`src/rtl/puf_pkg.sv`:
```
// Shared definitions for the ring-oscillator PUF challenge sequencer:
// FSM state encoding, challenge/LFSR geometry and small LFSR helpers.
package puf_pkg;

  typedef enum logic [2:0] {
    IDLE    = 3'd0,
    LOAD    = 3'd1,
    CLEAR   = 3'd2,
    RUN     = 3'd3,
    HOLD    = 3'd4,
    COMPARE = 3'd5,
    DONE    = 3'd6
  } puf_state_e;

  localparam int CHAL_W = 5;
  localparam int LFSR_W = 10;

  // Feedback taps of x^10 + x^7 + 1 in a left-shifting Fibonacci register.
  localparam int LFSR_TAP_HI = 9;
  localparam int LFSR_TAP_LO = 6;

  // The all-zero state is a lock-up state, so a zero seed is replaced.
  localparam logic [LFSR_W-1:0] LFSR_SEED_SUB = 10'h001;

  // Replace the lock-up seed by the substitute value.
  function automatic logic [LFSR_W-1:0] seed_fix(input logic [LFSR_W-1:0] s);
    logic [LFSR_W-1:0] r;
    if (s == {LFSR_W{1'b0}}) begin
      r = LFSR_SEED_SUB;
    end else begin
      r = s;
    end
    return r;
  endfunction

  // One LFSR step: shift left, feedback into bit 0.
  function automatic logic [LFSR_W-1:0] lfsr_next(input logic [LFSR_W-1:0] s);
    return {s[LFSR_W-2:0], s[LFSR_TAP_HI] ^ s[LFSR_TAP_LO]};
  endfunction

  // Slice B challenge: upper half of the state, forced distinct from slice A.
  function automatic logic [CHAL_W-1:0] chal_b_of(input logic [LFSR_W-1:0] s);
    logic [CHAL_W-1:0] r;
    if (s[LFSR_W-1:CHAL_W] == s[CHAL_W-1:0]) begin
      r = s[CHAL_W-1:0] ^ 5'h01;
    end else begin
      r = s[LFSR_W-1:CHAL_W];
    end
    return r;
  endfunction

endpackage

```
`src/rtl/puf_lfsr10.sv`:
```
// 10-bit challenge LFSR with synchronous load (seed) and step controls.
module puf_lfsr10
  import puf_pkg::*;
(
  input  logic              clk,
  input  logic              rst_n,
  input  logic              load,
  input  logic [LFSR_W-1:0] load_val,
  input  logic              step,
  output logic [LFSR_W-1:0] state
);

  logic [LFSR_W-1:0] lfsr_r;

  // LFSR register: load takes priority over step; zero seed is substituted.
  always_ff @(posedge clk or posedge rst_n) begin
    if (rst_n) begin
      lfsr_r <= LFSR_SEED_SUB;
    end else if (load) begin
      lfsr_r <= seed_fix(load_val);
    end else if (step) begin
      lfsr_r <= lfsr_next(lfsr_r);
    end else begin
      lfsr_r <= lfsr_r;
    end
  end

  assign state = lfsr_r;

endmodule

```
`src/rtl/puf_challenge_sequencer.sv`:
```
// Ring-oscillator PUF initiator: for each response bit it issues a challenge
// pair, clears both counter slices, runs one timed oscillation window, waits
// for the counts to settle and turns the count comparison into one bit.
module puf_challenge_sequencer
  import puf_pkg::*;
#(
  parameter int N_BITS = 16,
  parameter int CNT_W  = 16,
  parameter int WINDOW = 1024,
  parameter int SETTLE = 4
) (
  input  logic              clk,
  input  logic              rst_n,
  input  logic              start,
  input  logic [9:0]        seed,
  output logic [4:0]        chal_a,
  output logic [4:0]        chal_b,
  output logic              osc_en,
  output logic              cnt_clr,
  input  logic [CNT_W-1:0]  count_a,
  input  logic [CNT_W-1:0]  count_b,
  output logic              busy,
  output logic              resp_valid,
  input  logic              resp_ready,
  output logic [N_BITS-1:0] resp_data,
  output logic [5:0]        tie_cnt
);

  localparam int TMR_MAX = (WINDOW > SETTLE) ? WINDOW : SETTLE;
  localparam int TMR_W   = $clog2(TMR_MAX + 1);
  localparam int IDX_W   = (N_BITS > 1) ? $clog2(N_BITS) : 1;

  puf_state_e        state_r, state_s;
  logic [TMR_W-1:0]  tmr_r, tmr_s;
  logic [IDX_W-1:0]  idx_r, idx_s;
  logic [N_BITS-1:0] resp_r, resp_s;
  logic [5:0]        tie_r, tie_s;
  logic [CHAL_W-1:0] chal_a_r, chal_a_s;
  logic [CHAL_W-1:0] chal_b_r, chal_b_s;
  logic              osc_en_r, cnt_clr_r, busy_r, resp_valid_r;

  logic              lfsr_load_s;
  logic              lfsr_step_s;
  logic [LFSR_W-1:0] lfsr_state_s;
  logic [LFSR_W-1:0] chal_src_s;

  puf_lfsr10 u_lfsr (
    .clk      (clk),
    .rst_n    (rst_n),
    .load     (lfsr_load_s),
    .load_val (seed),
    .step     (lfsr_step_s),
    .state    (lfsr_state_s)
  );

  // The first challenge comes straight from the (fixed-up) seed so that it is
  // already on the outputs during LOAD; later ones come from the stepped LFSR.
  assign chal_src_s = (state_r == IDLE) ? seed_fix(seed) : lfsr_state_s;

  // Next-state, datapath and LFSR control decode.
  always_comb begin
    state_s     = state_r;
    tmr_s       = tmr_r;
    idx_s       = idx_r;
    resp_s      = resp_r;
    tie_s       = tie_r;
    chal_a_s    = chal_a_r;
    chal_b_s    = chal_b_r;
    lfsr_load_s = 1'b0;
    lfsr_step_s = 1'b0;
    case (state_r)
      IDLE: begin
        if (start) begin
          lfsr_load_s = 1'b1;
          idx_s       = {IDX_W{1'b0}};
          resp_s      = {N_BITS{1'b0}};
          tie_s       = 6'd0;
          chal_a_s    = chal_src_s[CHAL_W-1:0];
          chal_b_s    = chal_b_of(chal_src_s);
          state_s     = LOAD;
        end else begin
          state_s = IDLE;
        end
      end
      LOAD: begin
        lfsr_step_s = 1'b1;
        state_s     = CLEAR;
      end
      CLEAR: begin
        tmr_s   = TMR_W'(WINDOW - 1);
        state_s = RUN;
      end
      RUN: begin
        if (tmr_r == {TMR_W{1'b0}}) begin
          tmr_s   = TMR_W'(SETTLE - 1);
          state_s = HOLD;
        end else begin
          tmr_s = tmr_r - TMR_W'(1);
        end
      end
      HOLD: begin
        if (tmr_r == {TMR_W{1'b0}}) begin
          state_s = COMPARE;
        end else begin
          tmr_s = tmr_r - TMR_W'(1);
        end
      end
      COMPARE: begin
        resp_s[idx_r] = (count_a > count_b);
        if (count_a == count_b) begin
          if (tie_r != 6'd63) begin
            tie_s = tie_r + 6'd1;
          end else begin
            tie_s = tie_r;
          end
        end else begin
          tie_s = tie_r;
        end
        idx_s = idx_r + IDX_W'(1);
        if (idx_r == IDX_W'(N_BITS - 1)) begin
          state_s = DONE;
        end else begin
          chal_a_s = chal_src_s[CHAL_W-1:0];
          chal_b_s = chal_b_of(chal_src_s);
          state_s  = LOAD;
        end
      end
      DONE: begin
        if (resp_ready) begin
          state_s = IDLE;
        end else begin
          state_s = DONE;
        end
      end
      default: begin
        state_s = IDLE;
      end
    endcase
  end

  // State and datapath registers.
  always_ff @(posedge clk or posedge rst_n) begin
    if (rst_n) begin
      state_r  <= IDLE;
      tmr_r    <= {TMR_W{1'b0}};
      idx_r    <= {IDX_W{1'b0}};
      resp_r   <= {N_BITS{1'b0}};
      tie_r    <= 6'd0;
      chal_a_r <= {CHAL_W{1'b0}};
      chal_b_r <= {CHAL_W{1'b0}};
    end else begin
      state_r  <= state_s;
      tmr_r    <= tmr_s;
      idx_r    <= idx_s;
      resp_r   <= resp_s;
      tie_r    <= tie_s;
      chal_a_r <= chal_a_s;
      chal_b_r <= chal_b_s;
    end
  end

  // Registered control outputs, decoded from the next state so they line up
  // exactly with the state they belong to.
  always_ff @(posedge clk or posedge rst_n) begin
    if (rst_n) begin
      osc_en_r     <= 1'b0;
      cnt_clr_r    <= 1'b0;
      busy_r       <= 1'b0;
      resp_valid_r <= 1'b0;
    end else begin
      osc_en_r     <= (state_s == RUN);
      cnt_clr_r    <= (state_s == CLEAR);
      busy_r       <= (state_s != IDLE);
      resp_valid_r <= (state_s == DONE);
    end
  end

  assign chal_a     = chal_a_r;
  assign chal_b     = chal_b_r;
  assign osc_en     = osc_en_r;
  assign cnt_clr    = cnt_clr_r;
  assign busy       = busy_r;
  assign resp_valid = resp_valid_r;
  assign resp_data  = resp_r;
  assign tie_cnt    = tie_r;

endmodule

```
`config.mk`:
```
export PLATFORM = sky130hd
export DESIGN_NAME = puf_challenge_sequencer
export DESIGN_NICKNAME = d
export VERILOG_FILES = /design/src/rtl/puf_pkg.sv /design/src/rtl/puf_lfsr10.sv /design/src/rtl/puf_challenge_sequencer.sv
export SDC_FILE = /design/constraint.sdc
export NUM_CORES = 1
export LEC_CHECK = 0
export ABC_AREA = 1
export BUFFER_PORTS_ARGS = -buffer_cell sky130_fd_sc_hd__buf_4
export CORE_ASPECT_RATIO = 1.1
export CORE_UTILIZATION = 50
export DETAILED_ROUTE_END_ITERATION = 12
export PLACE_DENSITY = 0.78
export SLEW_MARGIN = 10
export SYNTH_ARGS = -nofsm -noshare
export SYNTH_HDL_FRONTEND = slang
export SYNTH_SLANG_ARGS = --single-unit
```
`constraint.sdc`:
```
create_clock -name clk -period 1.8 [get_ports clk]
set_input_delay 0.18 -clock clk [delete_from_list [all_inputs] [get_ports clk]]
set_output_delay 0.18 -clock clk [all_outputs]
set_load 0.1 [all_outputs]
```
==> metrics.txt <==
Starting DRT DRC Count 189; outcome completed; DR WL met2 4.64 mm; critical path type register to register; register bit total from synthesis 64; Total GRT Usage 24.5%; wire length per cell 12.8 um; root buffer cell clkbuf_8; Ant. Diodes 0; Req. time, crit path 2.03 ns; Die X 85.6 um; core area 7430 um^2; TNS Setup 0 ns; antenna viol nets, final 0; Detailed Route WL 9.10 mm; Mapped Nets 583; number of max-cap violations 0; DRC 0; Leak Pwr 2.64 nW; Seq/Total Area, Yosys 41.7%; Worst-Skew Late Latency 0.34 ns; mapped cell area 3840 um^2; setup slack, reg-to-reg 0.11 ns; total die area 8040 um^2; met3 wire length 389 um; Distinct cells, synth 30; vias in the first global route 3572; Worst Path Arrival 1.92 ns; total gr overflow 0; final period utilization 93.9%; Initial Util 51.7%; global-route wire length before repair 15.6 mm; Non-Filler Instances 711; ys flop type dfrtp_1; Sink Count 64; Initial DRT Pass Iterations 5; routed vias 3708; WHS 0.100 ns; H-tree levels 3; worst vdd ir 969 uV; hold depth 3; top cell type's share of synthesized area 41.0%; Layout area overhead 29.1%; Final setup viols 0; Die H 93.9 um; kind of end point of the critical path register; Syn Inst Count 514; most common cell after layout, fill and taps aside nand2_1; P per Cell Area 1370 nW/um^2; DR top layer met4; Ys Warns 0; CTS max path bufs 2; Rel. slew slack 62.9%; Power, Total 6.80 mW; Setup crit start tmr_r[0]; IO Count 82; Clock Pin Slew Worst Setup and Hold Paths 0.07 ns; Clock Skew 0.00735 ns; Mapped Avg Cell Area 7.47 um^2; layout cells sized above 1 23.4%; reg-to-reg startpoint tmr_r[0]; startpoint types register; Final #Nets 689; Post-synth EDFFs 0; hold path startpoint seed[5]; worst min path class input pin to register; port bufs 81; Cells after DPL 691; FF-to-FF End tmr_r[8]; RD Place Congestion 0.877; total CTS buffers 9; initial antenna violation count 0; largest area contributor in the netlist dfrtp_1; DRT met1 WL 3.96 mm; largest net degree at the start of global routing 30; Max FO, Critical Path 5; most frequent cells in the layout nand2_1 (116), buf_4 (100), inv_1 (80); Async S/R FF share, synth 100%; Synth area leaders dfrtp_1 (41%), nand2_1 (12%), inv_1 (8.2%); row cnt 33; final slew viol count 0; Final Critical Period 1.69 ns; Peak Freq 591 MHz; Via density 5.22; actual slew at the worst max-slew pin 0.555 ns; CTS tree built; R2R depth 10; DP HPWL 6.87 mm; final hold vios 0; WHS Endpoint u_lfsr.state[5]
-- cell usage after synthesis, types with 6 or more instances --
master / n
nand4_1: 10
o21ai_0: 40
dfrtp_1: 63
ha_1: 23
xor2_1: 10
nand3_1: 34
nor2_1: 54
o21ai_1: 9
buf_2: 6
inv_1: 84
o221ai_1: 6
a21oi_1: 23
nand2_1: 120
-- how the worst max path moves through the flow --
stage	endpoint	slack, ns
2_1_floorplan	tie_cnt[3]	-0.02
3_3_place_gp	tie_cnt[3]	0.08
3_5_place_dp	resp_data[9]	-0.02
4_1_cts	tmr_r[0]	0.04
5_1_grt	chal_b[0]	-0.05
6_report	tmr_r[8]	0.11
-- per-stage QoR --
stage	util, %	cell area [um^2]	setup slack [ns]
after floorplan	-	3850	-0.0152
after global placement	62.7	4660	0.0802
after detailed placement	62.7	4660	-0.0167
after CTS	65.8	4890	0.0437
after global routing	66.7	4960	-0.0488
final	66.7	4960	0.109
-- layout make-up --
cell class | count | area, um^2
fill | 626 | 2470
clock inverter | 3 | 65.1
timing repair buffer | 104 | 803
multi-input combinational | 352 | 1880
clock buffer | 12 | 155
tap | 87 | 109
sequential | 64 | 1610
inverter | 89 | 338
-- flip-flops by register name, summed over array words and instances, names as in the netlist, 3 cells and up --
signal / flops
chal_b: 5
idx_r: 4
u_lfsr.state: 10
tie_cnt: 6
resp_data: 16
chal_a: 5
tmr_r: 11
state_r: 3
-- logic make-up (layout without fill, tap and decap cells) --
kind of cell / Yosys count / after routing / share of synthesized area, %
xor gates and xnor gates: 10 / 10 / 2.28
adders and majority gates: 23 / 23 / 7.49
AOI/OAI and AO/OA: 89 / 89 / 12.8
and+or+nand+nor: 230 / 230 / 25.5
buffers and inverters: 98 / 208 / 10.2
DFF: 64 / 64 / 41.7
-- report_power, final --
group / internal, mW / total, mW / switching (mW)
Clock: 0.847 / 1.39 / 0.544
Sequential: 1.81 / 2.09 / 0.280
Combinational: 0.906 / 3.31 / 2.41
Total: 3.56 / 6.80 / 3.23
-- critical path, cell delays in order, from the launching register on --
cell,delay (ns)
dfrtp_1,0.38
inv_1,0.08
ha_1,0.17
inv_2,0.06
nor3_2,0.20
nand4_1,0.14
nand2_1,0.11
nand2_2,0.11
buf_4,0.16
o22ai_1,0.13
inv_1,0.05
-- repair_timing --
action,in CTS,in global routing
gates resized for setup,1,20
hold buffers,1,0
pin swaps,0,5
endpoints found under the hold margin,22,0
setup buffers,0,4
setup endpoints to repair,1,23
-- routing by layer --
layer | track usage, % | up-vias
met5 | 0 | -
met4 | 7.50 | 0
met1 | 30.3 | 1732
li1 | - | 1870
met3 | 5.27 | 10
met2 | 42.7 | 96
Power figures use the tool's default switching activity.
